[config.mk]
export PLATFORM = sky130hd
export DESIGN_NAME = alarm_unit
export DESIGN_NICKNAME = d
export VERILOG_FILES = /design/src/rtl/alarm_unit.sv
export SDC_FILE = /design/constraint.sdc
export NUM_CORES = 1
export LEC_CHECK = 0
export ABC_AREA = 1
export CELL_PAD_IN_SITES_DETAIL_PLACEMENT = 0
export CELL_PAD_IN_SITES_GLOBAL_PLACEMENT = 1
export CORE_MARGIN = 3
export CORE_UTILIZATION = 35
export DETAILED_ROUTE_END_ITERATION = 10
export PLACE_DENSITY = 0.73
export SLEW_MARGIN = 25
export SYNTH_ARGS = -nofsm -noshare
export SYNTH_HDL_FRONTEND = slang
export SYNTH_SLANG_ARGS = --single-unit
export TNS_END_PERCENT = 1
[constraint.sdc]
create_clock -name clk -period 1.4 [get_ports clk]
set_input_delay 0.21 -clock clk [delete_from_list [all_inputs] [get_ports clk]]
set_output_delay 0.21 -clock clk [all_outputs]
set_load 0.02 [all_outputs]
[src/rtl/alarm_unit.sv]
// Alarm stage for the 12-hour BCD clock: settable alarm time, ring/snooze/stop FSM, buzzer tone.
// Optional macro ALARM_BEEP_GATE_EN gates the tone with a 1 s on / 1 s off phase while ringing.
module alarm_unit #(
    parameter int RING_SECS  = 60,
    parameter int SNOOZE_MIN = 5,
    parameter int BEEP_DIV   = 12500
) (
    input  logic       clk,
    input  logic       rst,
    input  logic       sec_tick,
    input  logic [6:0] cur_sec,
    input  logic [6:0] cur_min,
    input  logic [4:0] cur_hr,
    input  logic       cur_pm,
    input  logic       alarm_en,
    input  logic       set_btn,
    input  logic       inc_btn,
    input  logic       snooze_btn,
    input  logic       stop_btn,
    output logic [4:0] alm_hr,
    output logic [6:0] alm_min,
    output logic       alm_pm,
    output logic [1:0] setting,
    output logic       ringing,
    output logic       snoozing,
    output logic       buzzer
);

    localparam int RW = (RING_SECS > 1) ? $clog2(RING_SECS) : 1;
    localparam int DW = (BEEP_DIV > 1) ? $clog2(BEEP_DIV) : 1;
    localparam logic [RW-1:0] RING_LAST = RW'(RING_SECS - 1);
    localparam logic [DW-1:0] DIV_LAST  = DW'(BEEP_DIV - 1);
    localparam logic [15:0]   SNZ_LOAD  = 16'(SNOOZE_MIN * 60);

    typedef enum logic [2:0] {
        ST_IDLE    = 3'd0,
        ST_SET_HR  = 3'd1,
        ST_SET_MIN = 3'd2,
        ST_RING    = 3'd3,
        ST_SNOOZE  = 3'd4
    } state_t;

    state_t        state_r, next_state_s;
    logic [4:0]    alm_hr_r;
    logic [6:0]    alm_min_r;
    logic          alm_pm_r;
    logic [1:0]    setting_r, setting_nxt_s;
    logic          ringing_r, ringing_nxt_s;
    logic          snoozing_r, snoozing_nxt_s;
    logic          buzzer_r, buzzer_nxt_s;
    logic          tone_r, tone_nxt_s;
    logic [DW-1:0] div_r, div_nxt_s;
    logic [RW-1:0] ring_cnt_r;
    logic [15:0]   snz_cnt_r;
    logic          match_now_s, match_q_r, trigger_s;
`ifdef ALARM_BEEP_GATE_EN
    logic          phase_r, phase_nxt_s;
`endif

    // BCD hour step 01..12, 12 wraps to 01
    function automatic logic [4:0] hr_step(input logic [4:0] hr);
        logic [4:0] r;
        if (hr == 5'h12) begin
            r = 5'h01;
        end else if (hr[3:0] == 4'h9) begin
            r = 5'h10;
        end else begin
            r = hr + 5'd1;
        end
        return r;
    endfunction

    // BCD minute step 00..59, 59 wraps to 00 without carry
    function automatic logic [6:0] min_step(input logic [6:0] mn);
        logic [6:0] r;
        if (mn == 7'h59) begin
            r = 7'h00;
        end else if (mn[3:0] == 4'h9) begin
            r = {mn[6:4] + 3'd1, 4'h0};
        end else begin
            r = mn + 7'd1;
        end
        return r;
    endfunction

    assign match_now_s = alarm_en && (cur_hr == alm_hr_r) && (cur_min == alm_min_r) &&
                         (cur_pm == alm_pm_r) && (cur_sec == 7'h00);
    assign trigger_s   = match_now_s && !match_q_r;

    // State register and match edge history
    always_ff @(posedge clk) begin
        if (rst) begin
            state_r   <= ST_IDLE;
            match_q_r <= 1'b0;
        end else begin
            state_r   <= next_state_s;
            match_q_r <= match_now_s;
        end
    end

    // Next-state logic; alarm_en drop outranks stop, which outranks snooze
    always_comb begin
        next_state_s = state_r;
        case (state_r)
            ST_IDLE: begin
                if (trigger_s) begin
                    next_state_s = ST_RING;
                end else if (set_btn) begin
                    next_state_s = ST_SET_HR;
                end else begin
                    next_state_s = ST_IDLE;
                end
            end
            ST_SET_HR: begin
                if (set_btn) next_state_s = ST_SET_MIN;
                else         next_state_s = ST_SET_HR;
            end
            ST_SET_MIN: begin
                if (set_btn) next_state_s = ST_IDLE;
                else         next_state_s = ST_SET_MIN;
            end
            ST_RING: begin
                if (!alarm_en || stop_btn) begin
                    next_state_s = ST_IDLE;
                end else if (snooze_btn) begin
                    next_state_s = ST_SNOOZE;
                end else if (sec_tick && (ring_cnt_r == RING_LAST)) begin
                    next_state_s = ST_IDLE;
                end else begin
                    next_state_s = ST_RING;
                end
            end
            ST_SNOOZE: begin
                if (!alarm_en || stop_btn) begin
                    next_state_s = ST_IDLE;
                end else if (sec_tick && (snz_cnt_r == 16'd1)) begin
                    next_state_s = ST_RING;
                end else begin
                    next_state_s = ST_SNOOZE;
                end
            end
            default: next_state_s = ST_IDLE;
        endcase
    end

    // Output decode from the upcoming state so the status flags are registered
    always_comb begin
        setting_nxt_s  = 2'b00;
        ringing_nxt_s  = 1'b0;
        snoozing_nxt_s = 1'b0;
        case (next_state_s)
            ST_SET_HR:  setting_nxt_s  = 2'b01;
            ST_SET_MIN: setting_nxt_s  = 2'b10;
            ST_RING:    ringing_nxt_s  = 1'b1;
            ST_SNOOZE:  snoozing_nxt_s = 1'b1;
            default:    setting_nxt_s  = 2'b00;
        endcase
    end

    // Tone divider; a fresh RING entry restarts with tone low
    always_comb begin
        div_nxt_s  = '0;
        tone_nxt_s = 1'b0;
        if ((state_r == ST_RING) && (next_state_s == ST_RING)) begin
            if (div_r == DIV_LAST) begin
                div_nxt_s  = '0;
                tone_nxt_s = ~tone_r;
            end else begin
                div_nxt_s  = div_r + {{(DW-1){1'b0}}, 1'b1};
                tone_nxt_s = tone_r;
            end
        end else begin
            div_nxt_s  = '0;
            tone_nxt_s = 1'b0;
        end
    end

`ifdef ALARM_BEEP_GATE_EN
    // Beep phase flips each second while ringing and re-arms high on entry
    always_comb begin
        phase_nxt_s = 1'b1;
        if ((state_r == ST_RING) && (next_state_s == ST_RING)) begin
            phase_nxt_s = sec_tick ? ~phase_r : phase_r;
        end else begin
            phase_nxt_s = 1'b1;
        end
        buzzer_nxt_s = tone_nxt_s & phase_nxt_s;
    end
`else
    assign buzzer_nxt_s = tone_nxt_s;
`endif

    // Registered status outputs and tone state
    always_ff @(posedge clk) begin
        if (rst) begin
            setting_r  <= 2'b00;
            ringing_r  <= 1'b0;
            snoozing_r <= 1'b0;
            buzzer_r   <= 1'b0;
            tone_r     <= 1'b0;
            div_r      <= '0;
`ifdef ALARM_BEEP_GATE_EN
            phase_r    <= 1'b1;
`endif
        end else begin
            setting_r  <= setting_nxt_s;
            ringing_r  <= ringing_nxt_s;
            snoozing_r <= snoozing_nxt_s;
            buzzer_r   <= buzzer_nxt_s;
            tone_r     <= tone_nxt_s;
            div_r      <= div_nxt_s;
`ifdef ALARM_BEEP_GATE_EN
            phase_r    <= phase_nxt_s;
`endif
        end
    end

    // Ring-seconds and snooze-seconds counters
    always_ff @(posedge clk) begin
        if (rst) begin
            ring_cnt_r <= '0;
            snz_cnt_r  <= 16'd0;
        end else begin
            if ((next_state_s == ST_RING) && (state_r != ST_RING)) begin
                ring_cnt_r <= '0;
            end else if ((state_r == ST_RING) && sec_tick) begin
                ring_cnt_r <= ring_cnt_r + {{(RW-1){1'b0}}, 1'b1};
            end else begin
                ring_cnt_r <= ring_cnt_r;
            end
            if ((state_r == ST_RING) && (next_state_s == ST_SNOOZE)) begin
                snz_cnt_r <= SNZ_LOAD;
            end else if ((state_r == ST_SNOOZE) && sec_tick && (snz_cnt_r != 16'd0)) begin
                snz_cnt_r <= snz_cnt_r - 16'd1;
            end else begin
                snz_cnt_r <= snz_cnt_r;
            end
        end
    end

    // Alarm time registers; 11 -> 12 flips AM/PM
    always_ff @(posedge clk) begin
        if (rst) begin
            alm_hr_r  <= 5'h12;
            alm_min_r <= 7'h00;
            alm_pm_r  <= 1'b0;
        end else if ((state_r == ST_SET_HR) && inc_btn) begin
            alm_hr_r  <= hr_step(alm_hr_r);
            alm_pm_r  <= (alm_hr_r == 5'h11) ? ~alm_pm_r : alm_pm_r;
        end else if ((state_r == ST_SET_MIN) && inc_btn) begin
            alm_min_r <= min_step(alm_min_r);
        end else begin
            alm_hr_r  <= alm_hr_r;
            alm_min_r <= alm_min_r;
            alm_pm_r  <= alm_pm_r;
        end
    end

    assign alm_hr   = alm_hr_r;
    assign alm_min  = alm_min_r;
    assign alm_pm   = alm_pm_r;
    assign setting  = setting_r;
    assign ringing  = ringing_r;
    assign snoozing = snoozing_r;
    assign buzzer   = buzzer_r;

endmodule

-- Word-level counts from Yosys, hierarchy flattened
Index checks and enable logic that the tools add are counted.
- add/subtract/negate cells: 6
- mux-type cells: 19
- bitwise logic cells: 4
- reduce and logical (&&, ||, !) cells: 28
- equal/unequal tests: 20
- operator list (cell ; count):
    two-way mux 9 bit ; 2
    == test 16 x 1 -> 1 bit, second input constant ; 1
    nonzero test 16 bit ; 1
    subtractor 16 x 1 -> 16 bit, second input constant ; 1
    logical AND 1 bit ; 15
    one-hot mux 3 bit (5 select lines) ; 1
    adder 14 x 1 -> 14 bit, second input constant ; 1
    == test 14 bit, second input constant ; 1
    two-way mux 7 bit ; 2
    == test 3 x 2 -> 1 bit, second input constant ; 4
    two-way mux 3 bit ; 4
    == test 5 bit, second input constant ; 2
    two-way mux 5 bit ; 2
    == test 4 bit, second input constant ; 2
    two-way mux 2 bit ; 4
    adder 7 x 1 -> 7 bit, second input constant ; 1
    == test 7 bit ; 1
    == test 7 bit, second input constant ; 1
    zero test 7 bit ; 1
    adder 6 x 1 -> 6 bit, second input constant ; 1
    == test 3 x 1 -> 1 bit, second input constant ; 2
    == test 3 bit, second input constant ; 2
    == test 6 bit, second input constant ; 1
    OR reduction 2 bit ; 3
    other kinds (14) ; 21
- register bits after elaboration: 58
- logic and storage cells: 90
- input bits: 28
- output and inout port bits: 18

-- Longest topological paths before layout
- depth after elaboration: 12
- mapped depth: 13
- gate-level depth less buffers: 13

-- Worst setup path after synthesis
OpenSTA, ideal clock, no wires.
- path kind: reg-to-reg
- from: register alm_min_r[1] (netlist: alm_min[1])
- to: register alm_min_r[6] (netlist: alm_min[6])
- stages on the path, launching flop included: 8
- data arrival time: 1.391 ns
- path buffers: 0
- slack: -0.118 ns
- library setup time: 0.127 ns
- clock period less this slack: 1.518 ns
- data required time: 1.273 ns
- cells stage by stage: dfxtp_1 -> inv_1 -> ha_1 -> nand3_1 -> inv_1 -> o21ai_1 -> o21ai_1 -> nor3b_2
- cells in the longest elaborated chain, start to end: 3
- elaborated cells between the ends (all ways): 5
- classes of those cells: add/sub (1); eq/ne (2); mux (2)
- ends and longest elaborated chain (element ; RTL line ; text):
    start: declaration ; 45 ; logic [6:0] alm_min_r;
    start signal: assignment ; 251 ; alm_min_r <= min_step(alm_min_r);
    start signal: assignment ; 254 ; alm_min_r <= alm_min_r;
    adder 7 x 1 -> 7 bit or == test 4 bit (tied branches) ; 81, 78 ;
    two-way mux 7 bit ; 78 ; end else if (mn[3:0] == 4'h9) begin
    two-way mux 7 bit (*) ; 76 ; if (mn == 7'h59) begin
Mark *: on every way between the ends. The rest lies on a longest branch, timed or not.
A chain may end at the register's enable or synchronous reset.

-- Worst setup path after layout
- from: register snz_cnt_r[0]
- to: register snz_cnt_r[1]
- cells in the longest elaborated chain, start to end: 8
- elaborated cells between the ends (all ways): 11
- classes of those cells: add/sub (1); eq/ne (2); mux (3); reduce/logical (5)
- ends and longest elaborated chain (element ; RTL line ; text):
    start: declaration ; 54 ; logic [15:0] snz_cnt_r;
    start signal: assignment ; 234 ; snz_cnt_r <= snz_cnt_r - 16'd1;
    start signal: assignment ; 236 ; snz_cnt_r <= snz_cnt_r;
    == test 16 x 1 -> 1 bit ; 136 ; end else if (sec_tick && (snz_cnt_r == 16'd1)) begin
    logical AND 1 bit ; 136 ;
    two-way mux 3 bit ; 136 ;
    two-way mux 3 bit ; 134 ; if (!alarm_en || stop_btn) begin
    one-hot mux 3 bit (5 select lines) ; 104 ; case (state_r)
    == test 3 bit ; 231 ; if ((state_r == ST_RING) && (next_state_s == ST_SNOOZE)) begin
    logical AND 1 bit ; 231 ;
    OR reduction 2 bit (no line) ; -- ;
Parallel ways exist; a longest one is shown, timed or not.

==> results.yml <==
grt:
  grt_pass1_vias: 3128
  grt_usage_pct: 16.5
  grt_overflow: 0
  grt_start_max_net_pins: 17
  antenna_found_initial: 0
  grt_pass1_wl_um: 13900
detailed_routing:
  wire_per_inst_um: 11.2
  wl_um: 8340
  via_per_inst: 4.55
  via_count: 3380
  drcViolationCount: 0
  dr.first_iter.drc_count: 74
  ant_nets: 0
  dr.pass1.iters: 4
critical_path:
  cp-end-kind: "flip-flop"
  path_class: "flip-flop to flip-flop"
  worstPathMaxFanout: 8
  path_delay_family: "simple AND/OR/NAND/NOR gates"
  crit_top_cell: "nand2_1"
  worstPathArrival_ns: 1.73
  path_cells: "inv_4 -> ha_2 -> nand2_1 -> nor2_1 -> nand2_1 -> nand3_4 -> buf_6 -> or2_0 -> a21oi_1"
  worstSetupStartpointType: "flip-flop"
  crit_buf_inv: 2
  cpPeakStageDelay_ns: 0.38
  slowest_stage: "dfxtp_4"
  cp.required_ns: 1.66
yosys:
  synth-simple-area-share_pct: 36.4
  syn_area_um2: 3240
  yosysWarnings: 0
  synth_nets: 523
  synthMuxAreaShare_pct: 0.309
  synth-seq-area-share_pct: 35.8
  syn_inst: 486
  synth_adder_area_share_pct: 3.47
  ys_ff_latch: 58
  synth_top_family_by_area: "simple AND/OR/NAND/NOR gates"
  synth_compound_area_share_pct: 8.53
  syn_avg_cell_area_um2: 6.67
  synthDistinctLibCells: 36
  synth-xor-area-share_pct: 6.49
run:
  cap_violations: 0
cts:
  post_cts_buffers: 0
  clk_latency_ns: 0.33
  cts_tree: "yes"
  clk_pin_slew_ns: 0.07
  cts_max_path_buffers: 2
  cts_buffers: 9
  cts_hold_buf: 0
  clock-sinks: 58
  cts-root-buf: "clkbuf_8"
  htreeDepth: 3
cells_and_area:
  syn_to_final_growth_pct: 54.2
  nFillCells: 890
  drive_gt1_share_pct: 33.2
  final_cell_area_um2: 5000
  fin_nets: 667
  antennaDiodeCount: 0
outcome:
  status: "finished, violations left"
  violations: "negative setup slack"
timing:
  report.final.setup_viol: 16
  rsz0062_at_grt: "true"
  final.period_utilization_pct: 105
  skew_ns: 0.00950
  drv_slew: 0
  post-route-min-period_ns: 1.47
  fmax_ghz: 0.680
  setup_tns_ns: -0.655
  worst_slew_pin_slew_ns: 0.358
  setup_ws_ns: -0.0695
  slew_headroom_pct: 76.0
  hold_viol: 0
power_and_ir_drop:
  ir_worst_vdd_mv: 0.473
  p_leak_nw: 2.27
  p_per_area_nw_per_um2: 767
floorplanning:
  core-area_um2: 8850
  io_pins: 46
  dieHeight_um: 102
  fp.dieW_um: 102
  std_cell_rows: 34
  dieArea_um2: 10500
  initial_core_util_pct: 36.6
placed_design:
  place_congestion: 0.827
  place_area_um2: 4530
  portBuffers: 45
  place_hpwl_um: 6380
min_path:
  worst_hold_path_type: "flip-flop to flip-flop"
## cells in the final DEF, fill, tap and decap left out, types with 15 or more instances in the layout
| cell | count |
|---|---|
| dfxtp_2 | 17 |
| buf_4 | 90 |
| xor2_1 | 17 |
| inv_1 | 58 |
| nand3_1 | 24 |
| nand2_1 | 122 |
| dfxtp_1 | 40 |
| clkdlybuf4s50_1 | 27 |
| a21oi_1 | 21 |
| dlygate4sd2_1 | 15 |
| nor2_1 | 50 |
| nor2_2 | 24 |
## Yosys cell counts
library cell | instances | share of area, %
a21oi_1 | 29 | 4.5
a22oi_1 | 1 | 0.23
a31oi_1 | 3 | 0.58
buf_2 | 2 | 0.31
buf_4 | 1 | 0.23
buf_6 | 1 | 0.35
clkbuf_1 | 2 | 0.23
clkinv_1 | 1 | 0.12
dfxtp_1 | 58 | 36
ha_1 | 9 | 3.5
inv_1 | 60 | 6.9
inv_2 | 7 | 0.81
mux2i_1 | 1 | 0.31
nand2_1 | 127 | 15
nand2_2 | 1 | 0.19
nand3_1 | 29 | 4.5
nand3_2 | 3 | 0.93
nand3b_1 | 1 | 0.23
nand4_1 | 3 | 0.58
nand4_2 | 1 | 0.39
nor2_1 | 70 | 8.1
nor2_2 | 7 | 1.4
nor3_1 | 17 | 2.6
nor3_2 | 2 | 0.62
nor3b_1 | 1 | 0.23
nor3b_2 | 3 | 1.2
nor4_1 | 2 | 0.39
o211ai_2 | 1 | 0.39
o21ai_0 | 12 | 1.9
o21ai_1 | 3 | 0.46
o311ai_1 | 1 | 0.27
o41ai_1 | 1 | 0.27
or2_0 | 1 | 0.19
or2_2 | 1 | 0.19
xnor2_1 | 7 | 1.9
xor2_1 | 17 | 4.6
## sequential cells by signal, summed over array words and instances, names as in the netlist
register	count
alm_hr	5
setting	2
tone_r	1
ring_cnt_r	6
match_q_r	1
alm_min	7
state_r	3
alm_pm	1
ringing	1
div_r	14
snoozing	1
snz_cnt_r	16
## routing by layer
layer,wire length [um],vias to the layer above,GRT usage [%],share of wire [%]
met5,0,-,0,0
met4,59,0,4.34,0.71
met3,306,7,3.69,3.7
met2,3910,39,26.9,47
met1,4070,1504,22.2,49
li1,-,1830,-,-
## stage by stage
| step | hold slack, ns | setup slack [ns] | utilization (%) | std cells | total power (W) |
|---|---|---|---|---|---|
| 2_1_floorplan | 0.373 | -0.00112 | - | 486 | 0.00190 |
| 3_3_place_gp | 0.427 | -0.450 | 51.2 | 727 | 0.00213 |
| 3_5_place_dp | 0.443 | -0.488 | 51.2 | 727 | 0.00213 |
| 4_1_cts | 0.421 | -0.112 | 54.4 | 743 | 0.00388 |
| 5_1_grt | 0.437 | -0.192 | 56.5 | 743 | 0.00401 |
| 6_report | 0.418 | -0.0695 | 56.5 | 743 | 0.00383 |
## final timing paths
check               start           end  slack [ns]  cells after the start
max          snz_cnt_r[0]  snz_cnt_r[1]       -0.07                      9
min              div_r[0]      div_r[0]        0.42                      1
max reg2reg  snz_cnt_r[0]  snz_cnt_r[1]       -0.07                      9
min reg2reg      div_r[0]      div_r[0]        0.42                      1
## cell type report
type / count / area (um^2) / share of cell area, %
multi-input cells: 354 / 2030 / 40.5
clock buffers: 9 / 124 / 2.48
flip-flops and latches: 58 / 1190 / 23.7
well taps: 108 / 135 / 2.70
repair buffers: 139 / 1170 / 23.4
inverters: 68 / 263 / 5.26
clock inverters: 7 / 92.6 / 1.85
## where the power goes
group	switching, W	total [W]	internal (W)
sequential	0.0000184	0.00169	0.00167
combinational	0.000208	0.000420	0.000213
clock	0.000721	0.00172	0.00100
total	0.000947	0.00383	0.00288
## worst reg2reg max path, stage by stage (launching register included)
cell and delay [ns]:
dfxtp_4 0.38, inv_4 0.05, ha_2 0.17, nand2_1 0.06, nor2_1 0.04, nand2_1 0.10, nand3_4 0.13, buf_6 0.17
or2_0 0.19, a21oi_1 0.11
## kinds of logic after synthesis
logic type	after synthesis
compound gates	51
xor+xnor	24
fa+ha+maj	9
buf+inv	74
flops	58
mux	1
simple gates	269
## what timing repair did
item	4_1_cts	5_1_grt
gates resized for setup	48	53
pin swaps	2	3
hold endpoints to repair	0	0
endpoints found under the setup margin	58	54
(Power assumes the default switching activity.)
